==> config.mk <==
export PLATFORM = sky130hd
export DESIGN_NAME = reg_seq_ctrl
export DESIGN_NICKNAME = d
export VERILOG_FILES = /design/src/rtl/reg_seq_pkg.sv /design/src/rtl/reg_seq_ctrl_rr_arb2.sv /design/src/rtl/reg_seq_ctrl.sv
export SDC_FILE = /design/constraint.sdc
export NUM_CORES = 1
export LEC_CHECK = 0
export ABC_CLOCK_PERIOD_IN_PS = 4700
export CAP_MARGIN = 5
export CELL_PAD_IN_SITES_DETAIL_PLACEMENT = 1
export CELL_PAD_IN_SITES_GLOBAL_PLACEMENT = 2
export CORE_UTILIZATION = 29
export CTS_BUF_LIST = sky130_fd_sc_hd__clkbuf_16
export DETAILED_ROUTE_END_ITERATION = 12
export GPL_TIMING_DRIVEN = 0
export PLACE_DENSITY = 0.84
export SYNTH_ARGS = -nofsm -noshare
export SYNTH_HDL_FRONTEND = slang
export SYNTH_SLANG_ARGS = --single-unit
==> constraint.sdc <==
create_clock -name clk -period 4.7 [get_ports clk]
set_input_delay 0.94 -clock clk [delete_from_list [all_inputs] [get_ports clk]]
set_output_delay 0.94 -clock clk [all_outputs]
set_load 0.02 [all_outputs]
==> src/rtl/reg_seq_pkg.sv <==
// ============================================================================
// Module : reg_seq_pkg
// Brief  : Command, state and register-control encodings for reg_seq_ctrl.
// Rev    : 1.0  initial release
// ============================================================================
`default_nettype none

package reg_seq_pkg;

  localparam logic [1:0] CMD_CLEAR     = 2'b00;
  localparam logic [1:0] CMD_LOAD      = 2'b01;
  localparam logic [1:0] CMD_WRITE     = 2'b10;
  localparam logic [1:0] CMD_COUNTDOWN = 2'b11;

  typedef enum logic [1:0] {
    S_IDLE  = 2'd0,
    S_EXEC  = 2'd1,
    S_COUNT = 2'd2,
    S_ACK   = 2'd3
  } state_e;

  // Synchronous control lines of the register; clr_s is active-low.
  typedef struct packed {
    logic en;
    logic clr_s;
    logic load_s;
  } ctrl_t;

  localparam ctrl_t CTRL_HOLD  = '{en: 1'b1, clr_s: 1'b1, load_s: 1'b0};
  localparam ctrl_t CTRL_CLEAR = '{en: 1'b1, clr_s: 1'b0, load_s: 1'b0};
  localparam ctrl_t CTRL_LOAD  = '{en: 1'b1, clr_s: 1'b1, load_s: 1'b1};
  localparam ctrl_t CTRL_WRITE = '{en: 1'b1, clr_s: 1'b1, load_s: 1'b0};
  localparam ctrl_t CTRL_DEC   = '{en: 1'b0, clr_s: 1'b1, load_s: 1'b0};

  // COUNTDOWN only holds in its first cycle; the decrements come later.
  function automatic ctrl_t cmd_ctrl(input logic [1:0] cmd);
    ctrl_t c;
    case (cmd)
      CMD_CLEAR: c = CTRL_CLEAR;
      CMD_LOAD:  c = CTRL_LOAD;
      CMD_WRITE: c = CTRL_WRITE;
      default:   c = CTRL_HOLD;
    endcase
    return c;
  endfunction

endpackage

`default_nettype wire

==> src/rtl/reg_seq_ctrl_rr_arb2.sv <==
// ============================================================================
// Module : rr_arb2
// Brief  : Two-input round-robin arbiter; pointer names the favoured input.
// Rev    : 1.0  initial release
// ============================================================================
`default_nettype none

module rr_arb2 (
  input  logic       clk,
  input  logic       clr,
  input  logic [1:0] req_i,
  input  logic       upd_i,
  output logic       gnt_id_o,
  output logic       valid_o
);

  logic ptr_q;

  assign valid_o  = |req_i;
  assign gnt_id_o = (req_i == 2'b11) ? ptr_q : req_i[1];

  // After every grant the loser becomes the favoured input.
  always_ff @(posedge clk) begin
    if (clr) begin
      ptr_q <= 1'b0;
    end else if (upd_i && valid_o) begin
      ptr_q <= ~gnt_id_o;
    end
  end

endmodule

`default_nettype wire

==> src/rtl/reg_seq_ctrl.sv <==
// ============================================================================
// Module : reg_seq_ctrl
// Brief  : Two-requester sequencer driving a clear/load/write/decrement register.
// Rev    : 1.0  initial release
// ============================================================================
`default_nettype none

module reg_seq_ctrl
  import reg_seq_pkg::*;
#(
  parameter int LEN       = 2,
  parameter int MAX_STEPS = 4
) (
  input  logic           clk,
  input  logic           clr,
  input  logic [1:0]     req_i,
  input  logic [1:0]     cmd0_i,
  input  logic [1:0]     cmd1_i,
  input  logic [LEN-1:0] opd0_i,
  input  logic [LEN-1:0] opd1_i,
  output logic [1:0]     ack_o,
  output logic           busy_o,
  output logic           gnt_id_o,
  input  logic [LEN-1:0] reg_q_i,
  output logic           reg_clr_s_o,
  output logic           reg_load_s_o,
  output logic           reg_clk_enable_o,
  output logic [LEN-1:0] reg_data_o,
  output logic [LEN-1:0] reg_d_o
);

  localparam int STEP_W = $clog2(MAX_STEPS + 1);
  localparam logic [STEP_W-1:0] STEP_CAP = STEP_W'(MAX_STEPS);

  state_e            state_q;
  logic [1:0]        cmd_q;
  logic [LEN-1:0]    opd_q;
  logic [STEP_W-1:0] step_q;
  logic [1:0]        ack_q;
  logic              busy_q;
  logic              gnt_id_q;

  logic  arb_gnt;
  logic  arb_valid;
  logic  grant;
  logic  count_done;
  ctrl_t ctrl;

  assign grant      = (state_q == S_IDLE) && arb_valid;
  assign count_done = (reg_q_i == '0) || (step_q == STEP_CAP);

  rr_arb2 u_arb (
    .clk      (clk),
    .clr      (clr),
    .req_i    (req_i),
    .upd_i    (grant),
    .gnt_id_o (arb_gnt),
    .valid_o  (arb_valid)
  );

  always_ff @(posedge clk) begin
    if (clr) begin
      state_q  <= S_IDLE;
      cmd_q    <= CMD_CLEAR;
      opd_q    <= '0;
      step_q   <= '0;
      ack_q    <= 2'b00;
      busy_q   <= 1'b0;
      gnt_id_q <= 1'b0;
    end else begin
      case (state_q)
        S_IDLE: begin
          ack_q <= 2'b00;
          if (arb_valid) begin
            gnt_id_q <= arb_gnt;
            cmd_q    <= arb_gnt ? cmd1_i : cmd0_i;
            opd_q    <= arb_gnt ? opd1_i : opd0_i;
            busy_q   <= 1'b1;
            state_q  <= S_EXEC;
          end
        end
        S_EXEC: begin
          if (cmd_q == CMD_COUNTDOWN) begin
            step_q  <= '0;
            state_q <= S_COUNT;
          end else begin
            ack_q[gnt_id_q] <= 1'b1;
            state_q         <= S_ACK;
          end
        end
        S_COUNT: begin
          if (count_done) begin
            ack_q[gnt_id_q] <= 1'b1;
            state_q         <= S_ACK;
          end else begin
            step_q <= step_q + STEP_W'(1);
          end
        end
        default: begin
          ack_q   <= 2'b00;
          busy_q  <= 1'b0;
          state_q <= S_IDLE;
        end
      endcase
    end
  end

  // Reset overrides the state so the register is cleared on the same edge.
  always_comb begin
    ctrl       = CTRL_HOLD;
    reg_data_o = '0;
    reg_d_o    = reg_q_i;
    if (clr) begin
      ctrl    = CTRL_CLEAR;
      reg_d_o = '0;
    end else begin
      case (state_q)
        S_EXEC: begin
          ctrl = cmd_ctrl(cmd_q);
          case (cmd_q)
            CMD_CLEAR: reg_d_o = '0;
            CMD_LOAD: begin
              reg_data_o = opd_q;
              reg_d_o    = '0;
            end
            CMD_WRITE: reg_d_o = opd_q;
            default: ;
          endcase
        end
        S_COUNT: begin
          if (!count_done) begin
            ctrl    = CTRL_DEC;
            reg_d_o = '0;
          end
        end
        default: ;
      endcase
    end
  end

  assign reg_clk_enable_o = ctrl.en;
  assign reg_clr_s_o      = ctrl.clr_s;
  assign reg_load_s_o     = ctrl.load_s;
  assign ack_o            = ack_q;
  assign busy_o           = busy_q;
  assign gnt_id_o         = gnt_id_q;

endmodule

`default_nettype wire

# Word level (Yosys, flattened, before mapping)

Cells that the tools add are included.

Register bits after elaboration: 14
Output and inout bits: 11
Logic and storage cells: 70

Add/subtract/negate cells: 1
Order comparisons: 2
Bitwise operators: 3
Equality and inequality tests: 12
Reduce and logical (&&, ||, !) cells: 16
Multiplexer cells: 28

Operators with widths:

| kind                                                       | count |
|---|---|
| 2-to-1 mux 2 bit                                           | 11 |
| one-hot mux 2 bit (2 select lines)                         | 4 |
| 2-to-1 mux 3 bit                                           | 4 |
| one-hot mux 3 bit (2 select lines)                         | 2 |
| != test 2 bit, second input constant                       | 5 |
| == test 2 bit, second input constant                       | 4 |
| AND reduction 2 bit                                        | 4 |
| logical NOT 2 bit                                          | 3 |
| one-hot mux 2 bit (3 select lines)                         | 1 |
| OR reduction 2 bit                                         | 3 |
| == test 2 x 1 -> 1 bit, second input constant              | 2 |
| 2-to-1 mux 1 bit                                           | 4 |
| adder 3 x 1 -> 3 bit, second input constant                | 1 |
| == test 3 bit, second input constant                       | 1 |
| logical AND 1 bit                                          | 3 |
| AND reduction 3 bit                                        | 1 |
| less-than comparator 1 x 2 -> 1 bit, second input constant | 1 |
| inverter 1 bit                                             | 2 |
| bitwise OR 2 bit                                           | 1 |
| one-hot mux 1 bit (2 select lines)                         | 1 |
| nonzero test 2 bit                                         | 1 |
| demux 1 bit (select 1 bit)                                 | 1 |
| greater-or-equal comparator 1 bit, second input constant   | 1 |
| logical OR 1 bit                                           | 1 |

# Logic depth before layout (Yosys ltp)

Depth after elaboration: 7
Gate-level depth with buffers: 7

# Modules after synthesis

A second synthesis with hierarchy kept.

Cells, all modules: 100
Area total of the unflattened synthesis: 900.9 um2

By module, submodules not included:

| module       | cells each | instances | area each (um2) |
|---|---|---|---|
| reg_seq_ctrl | 93         | 1         | 837.1 |
| rr_arb2      | 7          | 1         | 63.8 |

# Worst setup path before layout

Ideal clock, no wire load.

Path type: input to output
Start point: input port clr
End point: output port reg_data_o[0]
Cell stages on the path: 3
Slack: 2.082 ns
Data required time: 3.760 ns
Path buffers: 1
Arrival: 1.678 ns
Cell sequence: buf_6 and4bb_2 and2_1

Longest elaborated chain between the ends: 1

Ends and longest elaborated chain:

| element            | line                | source |
|---|---|---|
| start: declaration | reg_seq_ctrl.sv:15  | `input logic clr,` |
| 2-to-1 mux 2 bit   | reg_seq_ctrl.sv:113 | `if (clr) begin` |
| end: declaration   | reg_seq_ctrl.sv:28  | `output logic [LEN-1:0] reg_data_o,` |

No other way between the ends.

# Worst setup path in the final report

Start point: input port reg_q_i[0]
End point: output port reg_d_o[1]

Longest elaborated chain between the ends: 5

Ends and longest elaborated chain:

| element                            | line                | source |
|---|---|---|
| start: declaration                 | reg_seq_ctrl.sv:24  | `input logic [LEN-1:0] reg_q_i,` |
| logical NOT 2 bit                  | reg_seq_ctrl.sv:50  | `assign count_done = (reg_q_i == '0) \|\| (step_q == STEP_CAP);` |
| logical OR 1 bit                   | reg_seq_ctrl.sv:50  |  |
| 2-to-1 mux 2 bit                   | reg_seq_ctrl.sv:131 | `if (!count_done) begin` |
| one-hot mux 2 bit (2 select lines) | reg_seq_ctrl.sv:117 | `case (state_q)` |
| 2-to-1 mux 2 bit                   | reg_seq_ctrl.sv:113 |  |
| end: declaration                   | reg_seq_ctrl.sv:29  | `output logic [LEN-1:0] reg_d_o` |

No other way between the ends.

==> flow_metrics.tcl <==
set metrics [dict create \
    crit_arrival_ns 2.76 \
    ir_drop_v 0.0002649 \
    fmax_ghz 0.2700 \
    drv_cap 0 \
    first_pass_iters 8 \
    fp.dieW_microns 57.62 \
    reg2reg_to "step_q[1]" \
    die_height_microns 57.62 \
    root_buffer "clkbuf_16" \
    drt_wl_total_mm 2.210 \
    antenna_found_initial 0 \
    crit_path_start_kind "input pin" \
    yosys-top-cells-count "15 x nor2_1, 14 x dfxtp_1, 7 x inv_1" \
    cts_max_level 1 \
    rsz0062_at_grt "false" \
    syn_to_final_growth_pct 37.66 \
    cellPowerDensity_nw_per_um2 521.9 \
    hold_slack_ns 0.4810 \
    rows 19 \
    final_core_util 0.4329 \
    cts_hold_repair.buffers 0 \
    grt_max_degree 11 \
    wl_per_cell_microns 14.08 \
    drt_iter0_drc 9 \
    cts_resized 0 \
    grt_pass1_vias 856 \
    dp_hpwl_mm 1.720 \
    clk_latency_ns 0.25 \
    antenna_left 0 \
    finalSetupTns_ns 0 \
    postCtsSetupBuffers 0 \
    grt_usage 0.1518 \
    status "complete, but fails checks" \
    path_max_fanout 3 \
    synth-seq-area-share 0.3124 \
    avgSynthCellArea_sq_um 8.971 \
    leakagePower_uw 0.0004648 \
    finalNetCount 147 \
    worstReg2RegStart "state_q[1]" \
    worst_pin_slew_ns 0.4956 \
    fin_area_sq_um 1235 \
    worst_path_largest_cell_delay_ns 0.60 \
    reg2reg_depth 6 \
    synth-main-ff-cell "dfxtp_1" \
    synth_area_leaders "dfxtp_1 31%, ha_1 8.4%, nor2_1 6.3%, a32o_1 4.5%, a22oi_1 3.3%" \
    min_from "ack_o[0]" \
    synth_most_common_cell "nor2_1" \
    placedInstanceArea_sq_um 1156 \
    async_flop_share 0 \
    slew_violations 0 \
    min_path_cells 1 \
    cp_common_cell "clkdlybuf4s50_1" \
    io_pins 25 \
    hp-class "reg2reg" \
    endpoint_kind "primary output" \
    synth_edf_count 0 \
    synth_top_cell_area_share 0.3124 \
    ys_ff_latch 14 \
    syn-instance-count 100 \
    finalSetupViolations 0 \
    violations "DRC" \
    finClkSkew_ns 0.007964 \
    cts_tree "done" \
    hold_path_end "ack_o[0]" \
    final_hold_viol_count 0 \
    ys_types 38 \
    yosysTopAreaCell "dfxtp_1" \
    cts_sinks 14 \
    cts_buffer_depth 2 \
    max_slew_margin 0.6696 \
    required_ns 3.76 \
    die_area_sq_um 3320 \
    start_util 0.3145 \
    synth_warnings 0 \
    gp_congestion 0.7055 \
    reg2reg_slack_ns 3.05 \
    critPathKind "in2out" \
    seqCellArea_sq_um 280.3 \
    cts_buffers 3 \
    dr_total_vias 828 \
    grt_pass1_wl_mm 3.815 \
    portBuffers 22 \
    syn-num-nets 120 \
    drcViolationCount 2 \
    vias_per_cell 5.274 \
    worstPathCellList "clkdlybuf4s50_1 -> o2bb2ai_2 -> nand2_1 -> a31oi_1 -> a22o_1 -> clkdlybuf4s50_1" \
    period_share 0.7879 \
    fill_cells 349 \
    grt_overflow_total 0 \
    multiInputGateArea_sq_um 550.5 \
    clk_pin_slew_ns 0.05 \
    diodes 0 \
    drive_above_1_share 0.1429 \
    critPathSlowestCell "clkdlybuf4s50_1" \
    layout_min_cycle_time_ns 3.703 \
    coreArea_sq_um 2853 \
    synth_area_sq_um 897.1 \
]
[report_power, final]
part / switching (uW) / internal, uW
combinational: 164 / 142
clock: 51.1 / 113
sequential: 26.6 / 148
[worst max path at each step]
stage | to | cells past startpoint | startpoint | slack (ns)
finish | reg_d_o[1] | 6 | reg_q_i[0] | 1.0
global route | reg_d_o[0] | 6 | reg_q_i[0] | 0.88
CTS | reg_d_o[1] | 6 | reg_q_i[0] | 0.98
detailed placement | reg_d_o[1] | 6 | reg_q_i[0] | 0.98
global placement | reg_d_o[0] | 6 | reg_q_i[0] | 1.02
floorplan | reg_data_o[0] | 3 | clr | 2.08
[metrics by stage]
step	worst slack (ns)	std cells	total power [uW]
2_1_floorplan	2.082	100	383.9
3_3_place_gp	1.016	153	476.9
3_5_place_dp	0.9762	153	486.2
4_1_cts	0.9808	157	652.4
5_1_grt	0.8805	157	691.3
6_report	0.9969	157	644.5
[flip-flops by register name, indices dropped and copies added (netlist names)]
| register | count |
|---|---|
| cmd_q | 2 |
| step_q | 3 |
| opd_q | 2 |
| state_q | 2 |
| gnt_id_o | 1 |
| busy_o | 1 |
| ack_o | 2 |
| u_arb.ptr_q | 1 |
[kinds of logic (layout without fill, tap and decap cells)]
| kind of cell | after synthesis | in the layout | share of synthesized area |
|---|---|---|---|
| AOI/OAI and AO/OA | 29 | 29 | 0.2831 |
| xor gates and xnor gates | 1 | 1 | 0.009765 |
| adders and majority gates | 6 | 6 | 0.08368 |
| buffers and inverters | 12 | 38 | 0.07392 |
| DFF | 14 | 14 | 0.3124 |
| muxes | 3 | 3 | 0.03487 |
| and+or+nand+nor | 35 | 35 | 0.2022 |
[layer usage]
metal  share of wire  track usage
met4           0.026       0.1045
met3           0.031      0.01339
met5               0            0
met2            0.46       0.2492
met1            0.49       0.1886
[placed cells by master, fill, tap and decap left out, drive strengths merged, types with 2 or more instances in the layout]
| master | instances |
|---|---|
| a21oi | 4 |
| nand2b | 4 |
| nand2 | 6 |
| nor2 | 15 |
| inv | 7 |
| a21boi | 2 |
| a22o | 2 |
| nor3 | 3 |
| o21ai | 2 |
| mux2i | 2 |
| clkdlybuf4s50 | 22 |
| nor2b | 2 |
| buf | 4 |
| ha | 6 |
| a22oi | 6 |
| and2 | 2 |
| clkbuf | 4 |
| a31oi | 2 |
| dfxtp | 14 |
| a32o | 4 |
[final cells by class]
cell class | count | share of cell area
buffer | 5 | 0.03242
clock buffer | 3 | 0.06079
clock inverter | 1 | 0.003040
inverter | 7 | 0.02128
multi-input combinational | 74 | 0.4458
sequential | 14 | 0.2270
tap | 31 | 0.03141
timing repair buffer | 22 | 0.1783
[critical path: cells and delay by family]
family / cells / cell delay (ns)
and+or+nand+nor: 1 / 0.11
buffers and inverters: 2 / 1.07
AOI/OAI and AO/OA: 3 / 0.65
Note: power is estimated with default switching activity, not from simulation.
==> patch 1: new RTL, same settings <==
Set the parameter `LEN` to 1 (it was 2).
--- a/src/rtl/reg_seq_ctrl.sv
+++ b/src/rtl/reg_seq_ctrl.sv
@@ -9,5 +9,5 @@
   import reg_seq_pkg::*;
 #(
-  parameter int LEN       = 2,
+  parameter int LEN       = 1,
   parameter int MAX_STEPS = 4
 ) (
Interface: changed (5 resized); port bits go from 25 to 20. No check against the original RTL was run, so the function may have changed too.
==> patch 1 against the unedited design <==
- worst setup slack better by 0.070 ns
- sequential cell count down 1
- total power down 2.2%
- routed wire length down 5.8%
- hold slack better by 0.0010 ns
- design area down 11%
- clock power about the same
- synthesized area down 10%
- largest power group unchanged
==> patch 1: results (changes against the unedited design) <==
- The run finished with clean final reports.
- The startpoint identified for the worst register-to-register timing path is state_q[1].
- The length in cells of the worst reg-to-reg path came to 6 (unchanged).
- The worst hold path depth came to 1 (unchanged).
- The final-layout fill cell count was 314 (-10%).
- The H-tree depth is 1 (unchanged).
- Among all stages on the critical path, the largest delay is contributed by clkdlybuf4s50_1.
- The critical path arrival is 2.69 ns (-0.07 ns).
- In this run the critical register-to-register path is captured at ack_o[0].
- By count the netlist is led by dfxtp_1, nor2_1, inv_1, mux2i_1.
- The global-route wire length before repair came to 3490 um (-8.5%).
- The worst clock skew was 0.00576 ns (-0.00221 ns).
- The number of placed cells counting well taps is 143 (-6.5%).
- The post-synthesis cell type count is 33 (-13%).
- The cell type group with the largest total delay on the critical path is buffers and inverters.
- The buffer depth of the longest clock path is 2 (unchanged).
- The number of buffers inserted to repair setup after CTS is 0 (unchanged).
- The number of cells upsized or downsized after cts came to 0 (unchanged).
- The min-delay analysis places its worst path in the category reg -> reg.
- The post-synthesis net count is 112 (-6.7%).
- The headroom to the max-slew limit is 68.4% (+1.5 points).
- CTS placed an instance of clkbuf_16 at the clock tree root.
- The path with the worst hold slack has its endpoint at step_q[2].
- The total routing resource utilization after global routing came to 16.8% (+1.6 points).
- The proportion of synthesized flip-flops having asynchronous set or reset was 0% (unchanged).
- The initial antenna violation count is 0 (unchanged).
- The leakage power total is 0.000451 uW (-3.0%).
- The register with the most flip-flops is step_q.
- The startpoint identified for the worst hold timing path is step_q[2].
- The sequential share of the synthesized area is 32.4% (+1.2 points).
- Yosys attributes the largest share of cell area to dfxtp_1, ha_1, mux2i_1, nor2_1, inv_1.
- The mean post-synth cell area is 8.46 um2 (-5.7%).
- The clock transition time at the flip-flop clock pins of the worst setup and hold paths is 0.05 ns (about the same).
- The worst ir drop on vdd was 277 uV (+4.5%).
- The largest fanout on the critical path is 10 (+7).
- The main flop type after synthesis is dfxtp_1.
- The via-per-instance ratio was 5.14 (-2.6%).
- The fraction of layout instances using a drive strength above 1 is 10.3% (-4.0 points).
- The last weighted congestion value of the routability-driven placer is 0.647 (-8.3%).
- The pre-CTS setup slack is 1.04 ns (+0.0631 ns).
- The post-route worst hold slack is 0.482 ns (+0.00103 ns).
- The flip-flop count of the largest register after layout is 3 (unchanged).
- The mean routed wirelength per cell came to 14.2 um (+0.57%).
- The count of input and output buffers is 18 (-18%).
- The final cell count without fillers is 147 (-6.4%).
- The starting DRC count in detailed routing came to 6 (-3).
- The largest net degree at the start of global routing is 11 (unchanged).
- The count of antenna diodes in the layout is 0 (unchanged).
- The register-to-register setup slack came to 3.08 ns (+0.03 ns).
- The detailed-router iteration count before antenna repair is 4 (-4).
- The clock latency of the later-clocked register in the worst-skew pair came to 0.25 ns (about the same).
- The via count of the first global-routing pass is 763 (-11%).
- The placed wire-length estimate after detailed placement is 1550 um (-9.7%).
- The TritonCTS buffer count came to 3 (unchanged).
- The biggest cell delay along the critical path came to 0.56 ns (-0.04 ns).
## patch 1: cell types whose count changed after synthesis, sizes merged, moves of 2 or more
cell / before / now
a211oi: 0 / 3
a22o: 2 / 0
a22oi: 6 / 0
a32o: 4 / 0
and2: 2 / 0
mux2i: 2 / 7
nand2b: 4 / 2
nor2: 15 / 12
nor4b: 0 / 2
o21ai: 2 / 4
## patch 1: metal layers
metal,global-route usage (%),vias up,routed length (um)
li1,-,377,-
met4,7.69,0,45
met5,0,-,0
met3,2.50,5,76
met2,28.9,17,1050
met1,20.3,356,910
## patch 1: stage by stage
stage	util, %	instance area [um2]
floorplan	-	803
global route	43.2	1100
detailed placement	40.1	1020
global placement	40.1	1020
CTS	43.2	1100
finish	43.2	1100
## patch 1: worst max-delay path by stage
stage	startpoint	endpoint	slack, ns	depth (start not counted)
6_report	clr	reg_d_o	1.07	5
5_1_grt	clr	reg_d_o	0.95	5
4_1_cts	clr	reg_d_o	1.02	5
3_5_place_dp	clr	reg_clr_s_o	1.04	5
3_3_place_gp	clr	reg_clr_s_o	1.06	5
2_1_floorplan	clr	reg_data_o	1.89	2
## patch 1: layout make-up
| type | count | share of cell area [%] |
|---|---|---|
| well taps | 30 | 3.41 |
| plain buffers | 6 | 2.62 |
| flip-flops and latches | 13 | 23.7 |
| multi-input cells | 68 | 44.0 |
| clock inverters | 1 | 0.341 |
| inverters | 8 | 2.73 |
| clock buffers | 3 | 6.83 |
| repair buffers | 18 | 16.4 |
## patch 1: kinds of logic after synthesis
| logic type | Yosys count | share of synthesized area (%) |
|---|---|---|
| compound gates | 23 | 22.9 |
| buf+inv | 14 | 7.32 |
| fa+ha+maj | 6 | 9.35 |
| simple gates | 32 | 19.3 |
| mux | 7 | 8.72 |
| flops | 13 | 32.4 |
## patch 1: power by group
part / leakage (uW) / internal [uW] / switching (uW) / total [uW]
Clock: 0.0000423 / 113 / 51.0 / 164
Sequential: 0.000107 / 141 / 29.0 / 170
Combinational: 0.000302 / 133 / 164 / 297
Total: 0.000451 / 386 / 244 / 630
==> patch 2: new RTL, same flow settings <==
Without the edit above. The 4 states of `state_e` get a Gray code encoding in 2 bits.
--- a/src/rtl/reg_seq_pkg.sv
+++ b/src/rtl/reg_seq_pkg.sv
@@ -14,8 +14,8 @@
 
   typedef enum logic [1:0] {
-    S_IDLE  = 2'd0,
-    S_EXEC  = 2'd1,
-    S_COUNT = 2'd2,
-    S_ACK   = 2'd3
+    S_IDLE  = 2'b00,
+    S_EXEC  = 2'b01,
+    S_COUNT = 2'b11,
+    S_ACK   = 2'b10
   } state_e;
 
Check against the original RTL: same outputs for any inputs over 10 cycles, from zero or initial values; not proved beyond that.
==> patch 2 against the unedited design <==
- die area fell by 13%
- sequential cell count unchanged
- count of clock-buffer cells in the layout unchanged
- worst setup slack worse by 0.069 ns
- design area down 8.4%
- clock skew is 0.0071 ns lower
- routed wire length down 10%
- synthesized area down 14%
- cell count fell by 3.8%
- first-iteration DRC count shrank 33%
- critical path type unchanged
- critical endpoint is now reg_clr_s_o
Power is not compared: it rests on default switching activity, and its combinational part moved more than twofold at a synthesized area within 25%.
==> patch 2: results (changes against the unedited design) <==
- The register-to-register setup slack is 3.15 ns (+0.10 ns).
- The pre-CTS setup slack came to 0.889 ns (-0.0877 ns).
- Counting instances in the post-synthesis netlist gives the leading cell types as dfxtp_1, nand2_1, nand3_1, a21oi_1.
- The placed wire-length estimate after detailed placement is 1550 um (-10%).
- The largest net degree at the start of global routing is 11 (unchanged).
- The H-tree depth is 1 (unchanged).
- The fraction of layout instances using a drive strength above 1 is 8.26% (-6.0 points).
- The number of cells upsized or downsized after cts is 0 (unchanged).
- The last weighted congestion value of the routability-driven placer is 0.693 (-1.8%).
- The largest fanout on the critical path is 10 (+7).
- The detailed-router iteration count before antenna repair is 3 (-5).
- The count of antenna diodes in the layout is 0 (unchanged).
- The final wirelength came to 1980 um (-10%).
- The global-route wire length before repair is 3250 um (-15%).
- The total of endpoints with negative setup slack in the final report came to 0 (unchanged).
- The starting DRC count in detailed routing is 6 (-3).
- The total routing resource utilization after global routing is 15.9% (+0.74 points).
- The buffer depth of the longest clock path is 2 (unchanged).
- The placed instance area came to 0.00105 mm2 (-9.0%).
- The buffer type at the clock tree root is clkbuf_16.
- The worst ir drop on vdd is ~220 uV.
- The detailed-route via count is 776 (-6.3%).
- Yosys attributes the largest share of cell area to dfxtp_1, nand3_1, nand2_1, and2_1, a21oi_1.
- The number of buffers inserted to repair setup after CTS is 0 (unchanged).
- The leakage power total is ~0.00040 uW.
- The number of placed cells counting well taps is 147 (-3.9%).
- The critical path arrival is 2.83 ns (+0.07 ns).
- The final-layout fill cell count is 308 (-12%).
- The slew at the pin closest to its max-slew limit is 0.622 ns (+0.126 ns).
- The initial antenna violation count is 0 (unchanged).
- In the synthesized netlist the dominant register cell turns out to be dfxtp_1.
- The count of input and output buffers came to 24 (+9.1%).
- The number of standard cells after synthesis was 93 (-7.0%).
- The period utilization is 80.3% (+1.5 points).
- The clock transition time at the flip-flop clock pins of the worst setup and hold paths was 0.05 ns (about the same).
- The post-synthesis cell type count is 34 (-11%).
- The worst hold-check path type is reg -> reg.
- The final layout net count is 138 (-6.1%).
- The worst clock skew was 0.000823 ns (-0.00714 ns).
- The mean routed wirelength per cell is 13.1 um (-6.8%).
- The post-synthesis net count is 109 (-9.2%).
- The flip-flop count of the largest register after layout is 3 (unchanged).
- The number of warning messages in the yosys log is 0 (unchanged).
- The sequential share of the synthesized area is 36.2% (+4.9 points).
- Ranked by flip-flop count, first place goes to step_q.
- The proportion of synthesized flip-flops having asynchronous set or reset came to 0% (unchanged).
- At the later pin of the worst-skew pair, clock insertion delay measures 0.24 ns.
- The run finished with clean final reports.
- The TritonCTS buffer count is 3 (unchanged).
-- patch 2: cell type report --
cell class | instances | area (um2) | share of cell area (%)
multi-input combinational | 73 | 464 | 41.0
sequential | 14 | 280 | 24.8
timing repair buffer | 24 | 240 | 21.2
clock buffer | 3 | 75.1 | 6.64
tap | 30 | 37.5 | 3.32
buffer | 3 | 18.8 | 1.66
inverter | 3 | 11.3 | 0.996
clock inverter | 1 | 3.75 | 0.332
-- patch 2: logic make-up after synthesis --
kind of cell,share of synthesized area [%]
flops,36.2
buf+inv,3.88
mux,1.29
fa+ha+maj,3.23
compound gates,19.7
simple gates,35.7
-- patch 2: worst max-delay path: stages --
cell,delay (ns)
clkdlybuf4s50_1,0.48
clkbuf_1,0.35
clkbuf_1,0.39
nor2_1,0.11
clkdlybuf4s50_1,0.56
-- patch 2: metal layers --
metal / track usage [%] / vias up / wire length [um]
li1: - / 398 / -
met1: 16.4 / 360 / 882
met2: 29.2 / 14 / 1020
met3: 4.24 / 4 / 48
met4: 7.89 / 0 / 31
met5: 0 / - / 0
-- patch 2: report_power, final --
group	leakage, uW	switching, uW	internal [uW]
Sequential	0.000115	7.55	127
Clock	0.0000385	50.6	113
Combinational	0.000248	32.0	34.8
-- patch 2: through the flow --
stage / util [%] / hold slack [ns]
after floorplan: - / 0.462
after CTS: 45.2 / 0.464
after global routing: 45.2 / 0.487
after global placement: 42.1 / 0.439
after detailed placement: 42.1 / 0.448
final: 45.2 / 0.458
-- patch 2: final timing paths --
kind	start	to	cells past startpoint
max	clr	reg_clr_s_o	5
min	ack_o[0]	ack_o[0]	2
max reg2reg	step_q[0]	ack_o[1]	5
min reg2reg	ack_o[0]	ack_o[0]	2
